===== src/rtl/game_controller.sv =====
// game_controller: game-flow FSM with ship/enemy-ball collision detection, lives and saturating score.
// Drives pausa/reiniciarJogo back to the entity stage.
module game_controller #(
  parameter int VIDAS_INICIAIS     = 3,
  parameter int INVULN_CICLOS      = 25000000,
  parameter int PONTOS_POR_INIMIGO = 10,
  parameter int PONTOS_MAX         = 9999,
  parameter int RESTART_CICLOS     = 4
) (
  input  logic        CLOCK_50,
  input  logic        reset,
  input  logic        iniciar,
  input  logic        botao_pausa,
  input  logic [9:0]  x_nave,
  input  logic [9:0]  y_nave,
  input  logic [9:0]  largura_nave,
  input  logic [9:0]  altura_nave,
  input  logic [9:0]  x_bola_inimiga,
  input  logic [9:0]  y_bola_inimiga,
  input  logic [9:0]  raio_bola_inimiga,
  input  logic        inimigo_vivo,
  output logic        pausa,
  output logic        reiniciarJogo,
  output logic [2:0]  vidas,
  output logic [13:0] pontos,
  output logic        game_over,
  output logic [2:0]  estado
);
  typedef enum logic [2:0] {
    IDLE      = 3'd0,
    RESTART   = 3'd1,
    PLAYING   = 3'd2,
    HIT       = 3'd3,
    PAUSED    = 3'd4,
    GAME_OVER = 3'd5
  } state_t;
  localparam int CMAX = INVULN_CICLOS > RESTART_CICLOS ? INVULN_CICLOS : RESTART_CICLOS;
  localparam int CW = $clog2(CMAX + 1) + 1;
  localparam logic [CW-1:0] INV_LOAD = CW'(INVULN_CICLOS > 0 ? INVULN_CICLOS - 1 : 0);
  localparam logic [CW-1:0] RST_LOAD = CW'(RESTART_CICLOS > 0 ? RESTART_CICLOS - 1 : 0);
  logic [10:0]   bx_lo, bx_hi, by_lo, by_hi, sx_lo, sx_hi, sy_lo, sy_hi;
  logic          colisao_d, colisao_q;
  logic          iniciar_q, botao_q, vivo_q;
  logic          iniciar_ev_q, pausa_ev_q, kill_ev_q;
  state_t        state_q, state_d;
  logic [CW-1:0] cnt_q, cnt_d;
  logic [2:0]    vidas_q, vidas_d;
  logic [13:0]   pontos_q, pontos_d;
  logic [14:0]   psum;
  logic          pausa_q, reiniciar_q, game_over_q;
  // Ball box low edges clamp at 0 so a ball near the left/top border cannot wrap to a far coordinate
  always_comb begin
    sx_lo = {1'b0, x_nave};
    sx_hi = sx_lo + {1'b0, largura_nave} - 11'd1;
    sy_lo = {1'b0, y_nave};
    sy_hi = sy_lo + {1'b0, altura_nave} - 11'd1;
    bx_lo = x_bola_inimiga >= raio_bola_inimiga ? {1'b0, x_bola_inimiga - raio_bola_inimiga} : '0;
    by_lo = y_bola_inimiga >= raio_bola_inimiga ? {1'b0, y_bola_inimiga - raio_bola_inimiga} : '0;
    bx_hi = {1'b0, x_bola_inimiga} + {1'b0, raio_bola_inimiga};
    by_hi = {1'b0, y_bola_inimiga} + {1'b0, raio_bola_inimiga};
    colisao_d = bx_lo <= sx_hi && bx_hi >= sx_lo && by_lo <= sy_hi && by_hi >= sy_lo;
  end
  always_ff @(posedge CLOCK_50) begin
    if (!reset) begin
      iniciar_q    <= 1'b0;
      botao_q      <= 1'b0;
      vivo_q       <= 1'b0;
      iniciar_ev_q <= 1'b0;
      pausa_ev_q   <= 1'b0;
      kill_ev_q    <= 1'b0;
      colisao_q    <= 1'b0;
    end else begin
      iniciar_q    <= iniciar;
      botao_q      <= botao_pausa;
      vivo_q       <= inimigo_vivo;
      iniciar_ev_q <= iniciar & ~iniciar_q;
      pausa_ev_q   <= botao_pausa & ~botao_q;
      kill_ev_q    <= vivo_q & ~inimigo_vivo;
      colisao_q    <= colisao_d;
    end
  end
  always_comb begin
    state_d  = state_q;
    cnt_d    = cnt_q;
    vidas_d  = vidas_q;
    pontos_d = pontos_q;
    psum     = {1'b0, pontos_q} + 15'(PONTOS_POR_INIMIGO);
    case (state_q)
      IDLE:      state_d = iniciar_ev_q ? RESTART : IDLE;
      RESTART: begin
        state_d = cnt_q == '0 ? PLAYING : RESTART;
        cnt_d   = cnt_q == '0 ? cnt_q : cnt_q - 1'b1;
      end
      PLAYING: begin
        if (colisao_q) begin
          vidas_d = vidas_q > 3'd1 ? vidas_q - 3'd1 : 3'd0;
          state_d = vidas_q > 3'd1 ? HIT : GAME_OVER;
          cnt_d   = INV_LOAD;
        end else if (pausa_ev_q) begin
          state_d = PAUSED;
        end
      end
      HIT: begin
        state_d = cnt_q == '0 ? PLAYING : HIT;
        cnt_d   = cnt_q == '0 ? cnt_q : cnt_q - 1'b1;
      end
      PAUSED:    state_d = pausa_ev_q ? PLAYING : PAUSED;
      GAME_OVER: state_d = iniciar_ev_q ? RESTART : GAME_OVER;
      default:   state_d = IDLE;
    endcase
    if (kill_ev_q && (state_q == PLAYING || state_q == HIT))
      pontos_d = psum > 15'(PONTOS_MAX) ? 14'(PONTOS_MAX) : psum[13:0];
    if (state_d == RESTART && state_q != RESTART) begin
      cnt_d    = RST_LOAD;
      vidas_d  = 3'(VIDAS_INICIAIS);
      pontos_d = '0;
    end
  end
  always_ff @(posedge CLOCK_50) begin
    if (!reset) begin
      state_q     <= IDLE;
      cnt_q       <= '0;
      vidas_q     <= 3'(VIDAS_INICIAIS);
      pontos_q    <= '0;
      pausa_q     <= 1'b1;
      reiniciar_q <= 1'b0;
      game_over_q <= 1'b0;
    end else begin
      state_q     <= state_d;
      cnt_q       <= cnt_d;
      vidas_q     <= vidas_d;
      pontos_q    <= pontos_d;
      pausa_q     <= state_d inside {IDLE, RESTART, PAUSED, GAME_OVER};
      reiniciar_q <= state_d == RESTART;
      game_over_q <= state_d == GAME_OVER;
    end
  end
  assign pausa         = pausa_q;
  assign reiniciarJogo = reiniciar_q;
  assign vidas         = vidas_q;
  assign pontos        = pontos_q;
  assign game_over     = game_over_q;
  assign estado        = state_q;
endmodule


===== config.mk =====
export PLATFORM = sky130hd
export DESIGN_NAME = game_controller
export DESIGN_NICKNAME = d
export VERILOG_FILES = /design/src/rtl/game_controller.sv
export SDC_FILE = /design/constraint.sdc
export NUM_CORES = 1
export LEC_CHECK = 0
export CAP_MARGIN = 25
export CORE_ASPECT_RATIO = 1.2
export CORE_UTILIZATION = 55
export CTS_BUF_LIST = sky130_fd_sc_hd__clkbuf_8
export DETAILED_ROUTE_END_ITERATION = 16
export PLACE_DENSITY = 0.77
export SYNTH_ARGS = -nofsm -noshare
export SYNTH_HDL_FRONTEND = slang
export SYNTH_SLANG_ARGS = --single-unit

===== constraint.sdc =====
create_clock -name CLOCK_50 -period 7.4 [get_ports CLOCK_50]
set_input_delay 1.48 -clock CLOCK_50 [delete_from_list [all_inputs] [get_ports CLOCK_50]]
set_output_delay 1.48 -clock CLOCK_50 [all_outputs]
set_load 0.02 [all_outputs]

==> results of run 1 <==
==> power by group through the flow <==
stage                     registers (mW)  clock network (mW)  logic (mW)
after global placement             0.446                   0        1.02
after CTS                          0.442               0.205        1.04
final                              0.442               0.199        1.04
after global routing               0.455               0.219        1.16
after floorplan                    0.442                   0       0.807
after detailed placement           0.449                   0        1.04
==> worst max-delay path, cell delays in order <==
cell,delay [ps]
clkdlybuf4s50_1,600
ha_1,190
inv_1,50
fa_1,400
a21o_1,170
a21oi_1,270
o22ai_1,110
nor2_1,160
o21ai_0,100
a21oi_1,540
nor2_1,120
ha_1,340
a21oi_1,170
nor2_1,50
a2111oi_0,360
a21oi_1,120
nor3_1,140
nor4_1,100
a311oi_1,270
==> synthesized netlist by cell type, types with 15 or more instances <==
library cell | number | area [um^2]
inv_1 | 125 | 469
ha_1 | 123 | 1540
nor2_1 | 67 | 251
a21oi_1 | 61 | 305
dfxtp_1 | 56 | 1120
nand2_1 | 44 | 165
xnor2_1 | 39 | 342
nor3_1 | 37 | 185
o21ai_0 | 36 | 180
xor2_1 | 29 | 254
clkbuf_1 | 23 | 86.3
nand2b_1 | 17 | 106
nor2b_1 | 17 | 106
nor4_1 | 17 | 106
nand3_1 | 15 | 75.1
nand4_1 | 15 | 93.8
==> cell type report <==
type / count / share of cell area (%)
inverter: 125 / 5.96
sequential: 56 / 14.2
clock inverter: 3 / 0.540
clock buffer: 5 / 0.874
tap: 157 / 2.49
timing repair buffer: 98 / 12.4
multi-input combinational: 667 / 63.5
==> through the flow <==
step | total power [mW] | setup slack (ps) | instances | instance area (um^2)
after global placement | 1.47 | 1750 | 1103 | 7760
after global routing | 1.84 | 1440 | 1111 | 7880
after detailed placement | 1.49 | 1550 | 1103 | 7760
after floorplan | 1.25 | 2620 | 877 | 6710
after CTS | 1.69 | 1900 | 1111 | 7880
final | 1.68 | 1880 | 1111 | 7880
==> kinds of logic (layout without fill, tap and decap cells) <==
logic type / Yosys count / after routing / share of synthesized area [%]
AOI/OAI and AO/OA: 192 / 192 / 19.3
xor gates and xnor gates: 68 / 68 / 8.88
adders and majority gates: 129 / 129 / 24.7
buffers and inverters: 154 / 231 / 8.73
DFF: 56 / 56 / 16.7
muxes: 4 / 4 / 0.597
and+or+nand+nor: 274 / 274 / 21.1
==> routing by layer <==
layer / GRT usage (%) / up-vias / share of wire, %
li1: - / 3208 / -
met1: 30.2 / 2775 / 45
met2: 44.5 / 141 / 50
met3: 2.32 / 16 / 3.5
met4: 6.60 / 0 / 1.6
met5: 0 / - / 0
==> sequential cells by signal (all words and copies together), names as in the netlist, 3 cells and up <==
register / count
cnt_q: 26
pontos: 14
vidas: 3
estado: 3
==> final timing paths <==
| check | start | slack (ps) | cells after the start | end |
|---|---|---|---|---|
| max | raio_bola_inimiga[0] | 1880 | 19 | colisao_q |
| min | iniciar_q | 400 | 1 | iniciar_ev_q |
| max reg2reg | pontos[1] | 4430 | 8 | pontos[3] |
| min reg2reg | iniciar_q | 400 | 1 | iniciar_ev_q |
==> out/results.txt, run 1 <==
Bufs on Longest Clock Path - 2
clk_skew - 6.33 ps
max frequency - 0.181 GHz
Crit Path Class - in -> reg
Area Growth Syn to Fin - 17.4%
unique cell type count in the Yosys netlist - 63
number of global-route vias before repair - 5655
Final nets - 1157
maximum VDD drop - 184 uV
TritonRoute pass-1 iters - 5
Final min period - 5520 ps
GP Congestion - 0.853
max_cap viols - 0
CTS Buf Count - 5
hold buffers post-CTS - 0
antenna viol nets, final - 0
syn_nets - 1081
commonest non-fill, non-tap cell in the layout - inv_1
most frequent cells in the layout - 125 x inv_1, 123 x ha_1, 97 x clkdlybuf4s50_1
synthesized area per cell - 7.65 um^2
internal power - 946 uW
yosys warns - 0
Multi-input gate area - 5000 um^2
CTS tree - yes
total grt overflow - 0
sequential share of power - 26.4%
final slew viol count - 0
Hold WS - 395 ps
Remaining DRCs - 0
Hold Path Class - reg -> reg
Rel. slew slack - 34.7%
startpoint types - input pin
status - completed
Core Rows - 43
fillers - 1068
Post-synth top flop - dfxtp_1
final WL - 14.6 mm
initial drt markers - 176
flops & latches, synth - 56
Tcrit/Tclk final - 74.5%
Final Setup Violations - 0
crit path max fanout - 10
cells after synthesis - 877
die area - 12600 um^2
IO Port Bufs - 97
global-route wire length before repair - 25.0 mm
post-synthesis sequential area ratio - 16.7%
Final Hold Vio Count - 0
part of the power in combinational logic - 61.8%
antenna violations before repair - 0
largest net degree at the start of global routing - 25
Worst-path clk slew - 100 ps
total vias in the final route - 6140
switch share - 43.6%
Die H - 123 um
actual slew at the worst max-slew pin - 976 ps
clk sinks - 56
Critical Path Sink Type - flop
core footprint - 11700 um^2
RSZ-0062 raised after global routing - false
final setup TNS - 0 ps
number of H-tree levels - 2
switching power total - 731 uW
detailed-route wire length per cell - 13.2 um
Die Span X - 103 um
Post-synth EDFFs - 0
setup bufs post-CTS - 0
CP arrival - 5740 ps
clock share of power - 11.9%
fin util - 67.2%
Root Driver - clkbuf_8
Seq. cell area - 1120 um^2
Vias per Instance - 5.53
LEAKAGE - 3.55 nW
Top-Level Pins - 98
DP HPWL - 12.1 mm
worst-skew pair later-pin latency - 320 ps
Initial Utilization - 57.2%
synthesized cell area - 6710 um^2
layout cell share with drive strength beyond 1 - 2.83%
CP required - 7630 ps
post_cts resized - 0
Post-synth ARST share - 0%
n_diodes - 0
GRT Util Overall - 24.4%
Pwr Density - 213 nW/um^2
Power figures use the tool's default switching activity.
==> run 2, diff against run 1 <==
--- a/config.mk
+++ b/config.mk
@@ -7,10 +7,10 @@
 export LEC_CHECK = 0
 export CAP_MARGIN = 25
 export CORE_ASPECT_RATIO = 1.2
-export CORE_UTILIZATION = 55
+export CORE_UTILIZATION = 52
 export CTS_BUF_LIST = sky130_fd_sc_hd__clkbuf_8
 export DETAILED_ROUTE_END_ITERATION = 16
-export PLACE_DENSITY = 0.77
+export PLACE_DENSITY = 0.76
 export SYNTH_ARGS = -nofsm -noshare
 export SYNTH_HDL_FRONTEND = slang
 export SYNTH_SLANG_ARGS = --single-unit
==> constraint.sdc (replaced) <==
create_clock -name CLOCK_50 -period 4.8 [get_ports CLOCK_50]
set_input_delay 0.96 -clock CLOCK_50 [delete_from_list [all_inputs] [get_ports CLOCK_50]]
set_output_delay 0.96 -clock CLOCK_50 [all_outputs]
set_load 0.02 [all_outputs]
==> out/results.txt, run 2 (synthesis results as in run 1) <==
status - completed
Area Growth Syn to Fin - 20.3%
Die H - 126 um (+2.8%)
n_diodes - 0 (unchanged)
CTS tree - yes
Final nets - 1179 (+1.9%)
antenna violations before repair - 0 (unchanged)
layout cell share with drive strength beyond 1 - 5.23% (+2.4 points)
post_cts resized - 0 (unchanged)
Critical Path Sink Type - flop
Final Setup Violations - 0 (unchanged)
most frequent cells in the layout - 126 x inv_1, 123 x ha_1, 96 x clkdlybuf4s50_1
Core Rows - 45 (+4.7%)
maximum VDD drop - 266 uV (+45%)
final setup TNS - 0 ps (unchanged)
number of H-tree levels - 2 (unchanged)
Final Hold Vio Count - 0 (unchanged)
die area - 13400 um^2 (+5.7%)
startpoint types - input pin
global-route wire length before repair - 25.7 mm (+2.9%)
fillers - 1152 (+7.9%)
total vias in the final route - 6249 (+1.8%)
Rel. slew slack - 35.4% (+0.63 points)
commonest non-fill, non-tap cell in the layout - inv_1
Buf/Inv on CP - 4 (+2)
CP required - 5020 ps (-2610 ps)
GP Congestion - 0.882 (+3.4%)
max incr delay on CP - 440 ps (-160 ps)
Placed Area - 7940 um^2 (+2.2%)
Worst-path clk slew - 100 ps (about the same)
Crit-path slowest cell - clkdlybuf4s50_1
setup bufs post-CTS - 0 (unchanged)
number of global-route vias before repair - 5932 (+4.9%)
GRT Util Overall - 23.0% (-1.4 points)
largest net degree at the start of global routing - 25 (unchanged)
worst-skew pair later-pin latency - 320 ps (about the same)
clk sinks - 56 (unchanged)
CTS Buf Count - 5 (unchanged)
Root Driver - clkbuf_8
hold buffers post-CTS - 0 (unchanged)
Seq. cell area - 1120 um^2 (unchanged)
Initial Utilization - 53.2% (-4.0 points)
core footprint - 12600 um^2 (+7.5%)
Crit path max-delay family - compound AO/OA/AOI/OAI gates
clk_skew - 10.2 ps (+3.88 ps)
Final min period - 4550 ps
Crit Path Class - in -> reg
final slew viol count - 0 (unchanged)
CP arrival - 4780 ps (-960 ps)
detailed-route wire length per cell - 13.1 um (-0.14%)
Top reg by flops - cnt_q
max_cap viols - 0 (unchanged)
Tcrit/Tclk final - 94.9%
worst path cell trace - clkdlybuf4s50_1 > inv_1 > ha_1 > inv_1 > fa_1 > a21o_1 > a21oi_2 > nor2b_1 > o21a_1 > o41a_1 > o221ai_2 > buf_4 > nor2_1 > ha_1 > o21a_1 > o31ai_1 > a21oi_1 > o21bai_1 > a211o_1 > o221ai_1 > a311oi_1
max reg flops - 26 (unchanged)
Hold Path Class - reg -> reg
final WL - 15.0 mm (+2.5%)
total power - 2.63 mW (+57%)
TritonRoute pass-1 iters - 4 (-1)
DP HPWL - 12.2 mm (+1.4%)
Multi-input gate area - 5010 um^2 (+0.28%)
total grt overflow - 0 (unchanged)
Die Span X - 106 um (+2.8%)
cell area after layout - 8070 um^2 (+2.4%)
Top-Level Pins - 98 (unchanged)
max frequency - 0.220 GHz
IO Port Bufs - 97 (unchanged)
antenna viol nets, final - 0 (unchanged)
Vias per Instance - 5.48 (-0.81%)
initial drt markers - 240 (+36%)
Pwr Density - 326 nW/um^2 (+53%)
Bufs on Longest Clock Path - 2 (unchanged)
crit path max fanout - 4 (-6)
Remaining DRCs - 0 (unchanged)
actual slew at the worst max-slew pin - 967 ps (-9.48 ps)
LEAKAGE - 3.67 nW (+3.4%)
==> run 2: per-layer routing <==
metal	global-route usage, %	share of wire [%]
met1	28.1	45
met2	43.6	51
met3	1.95	3.5
met4	4.49	0.69
met5	0	0
==> run 2: area by class of cell <==
cell class	count	share of cell area, %
well taps	164	2.54
multi-input cells	667	62.2
inverters	125	5.82
flip-flops and latches	56	13.9
repair buffers	120	14.2
clock inverters	3	0.527
clock buffers	5	0.853
==> run 2: metrics by stage <==
| stage | cells | hold WS (ps) | utilization [%] | setup WS [ps] |
|---|---|---|---|---|
| floorplan | 877 | 367 | - | 537 |
| detailed placement | 1132 | 375 | 62.9 | -136 |
| global placement | 1132 | 375 | 62.9 | -25.8 |
| global route | 1140 | 422 | 64.0 | -6.57 |
| finish | 1140 | 391 | 64.0 | 245 |
| CTS | 1140 | 387 | 63.8 | 199 |
==> run 2: worst register-to-register path, cell delays in order (launching register included) <==
cell,delay (ps)
dfxtp_1,440
nor2b_1,400
nand3b_1,750
a2111oi_4,630
nand2_1,120
xor2_1,150
a21oi_1,80
==> run 2: final timing paths <==
check	startpoint	end	slack [ps]	cells past startpoint
setup reg to reg	estado[1]	cnt_q[22]	2090	6
hold / removal	iniciar_q	iniciar_ev_q	390	1
setup / recovery	y_bola_inimiga[0]	colisao_q	250	21
hold reg to reg	iniciar_q	iniciar_ev_q	390	1
==> run 2: power by group <==
group	total (mW)	leakage [nW]	switching [mW]	internal, mW
clock network	0.314	0.0599	0.158	0.156
registers	0.681	0.454	0.109	0.573
logic	1.63	3.16	0.877	0.756
total	2.63	3.67	1.14	1.48
==> run 3, diff against run 2 <==
--- a/config.mk
+++ b/config.mk
@@ -11,6 +11,7 @@
 export CTS_BUF_LIST = sky130_fd_sc_hd__clkbuf_8
 export DETAILED_ROUTE_END_ITERATION = 16
 export PLACE_DENSITY = 0.76
+export SLEW_MARGIN = 20
 export SYNTH_ARGS = -nofsm -noshare
 export SYNTH_HDL_FRONTEND = slang
 export SYNTH_SLANG_ARGS = --single-unit
==> results of run 3 <==
Final layout, timing and power as in run 2 (identical DEF).
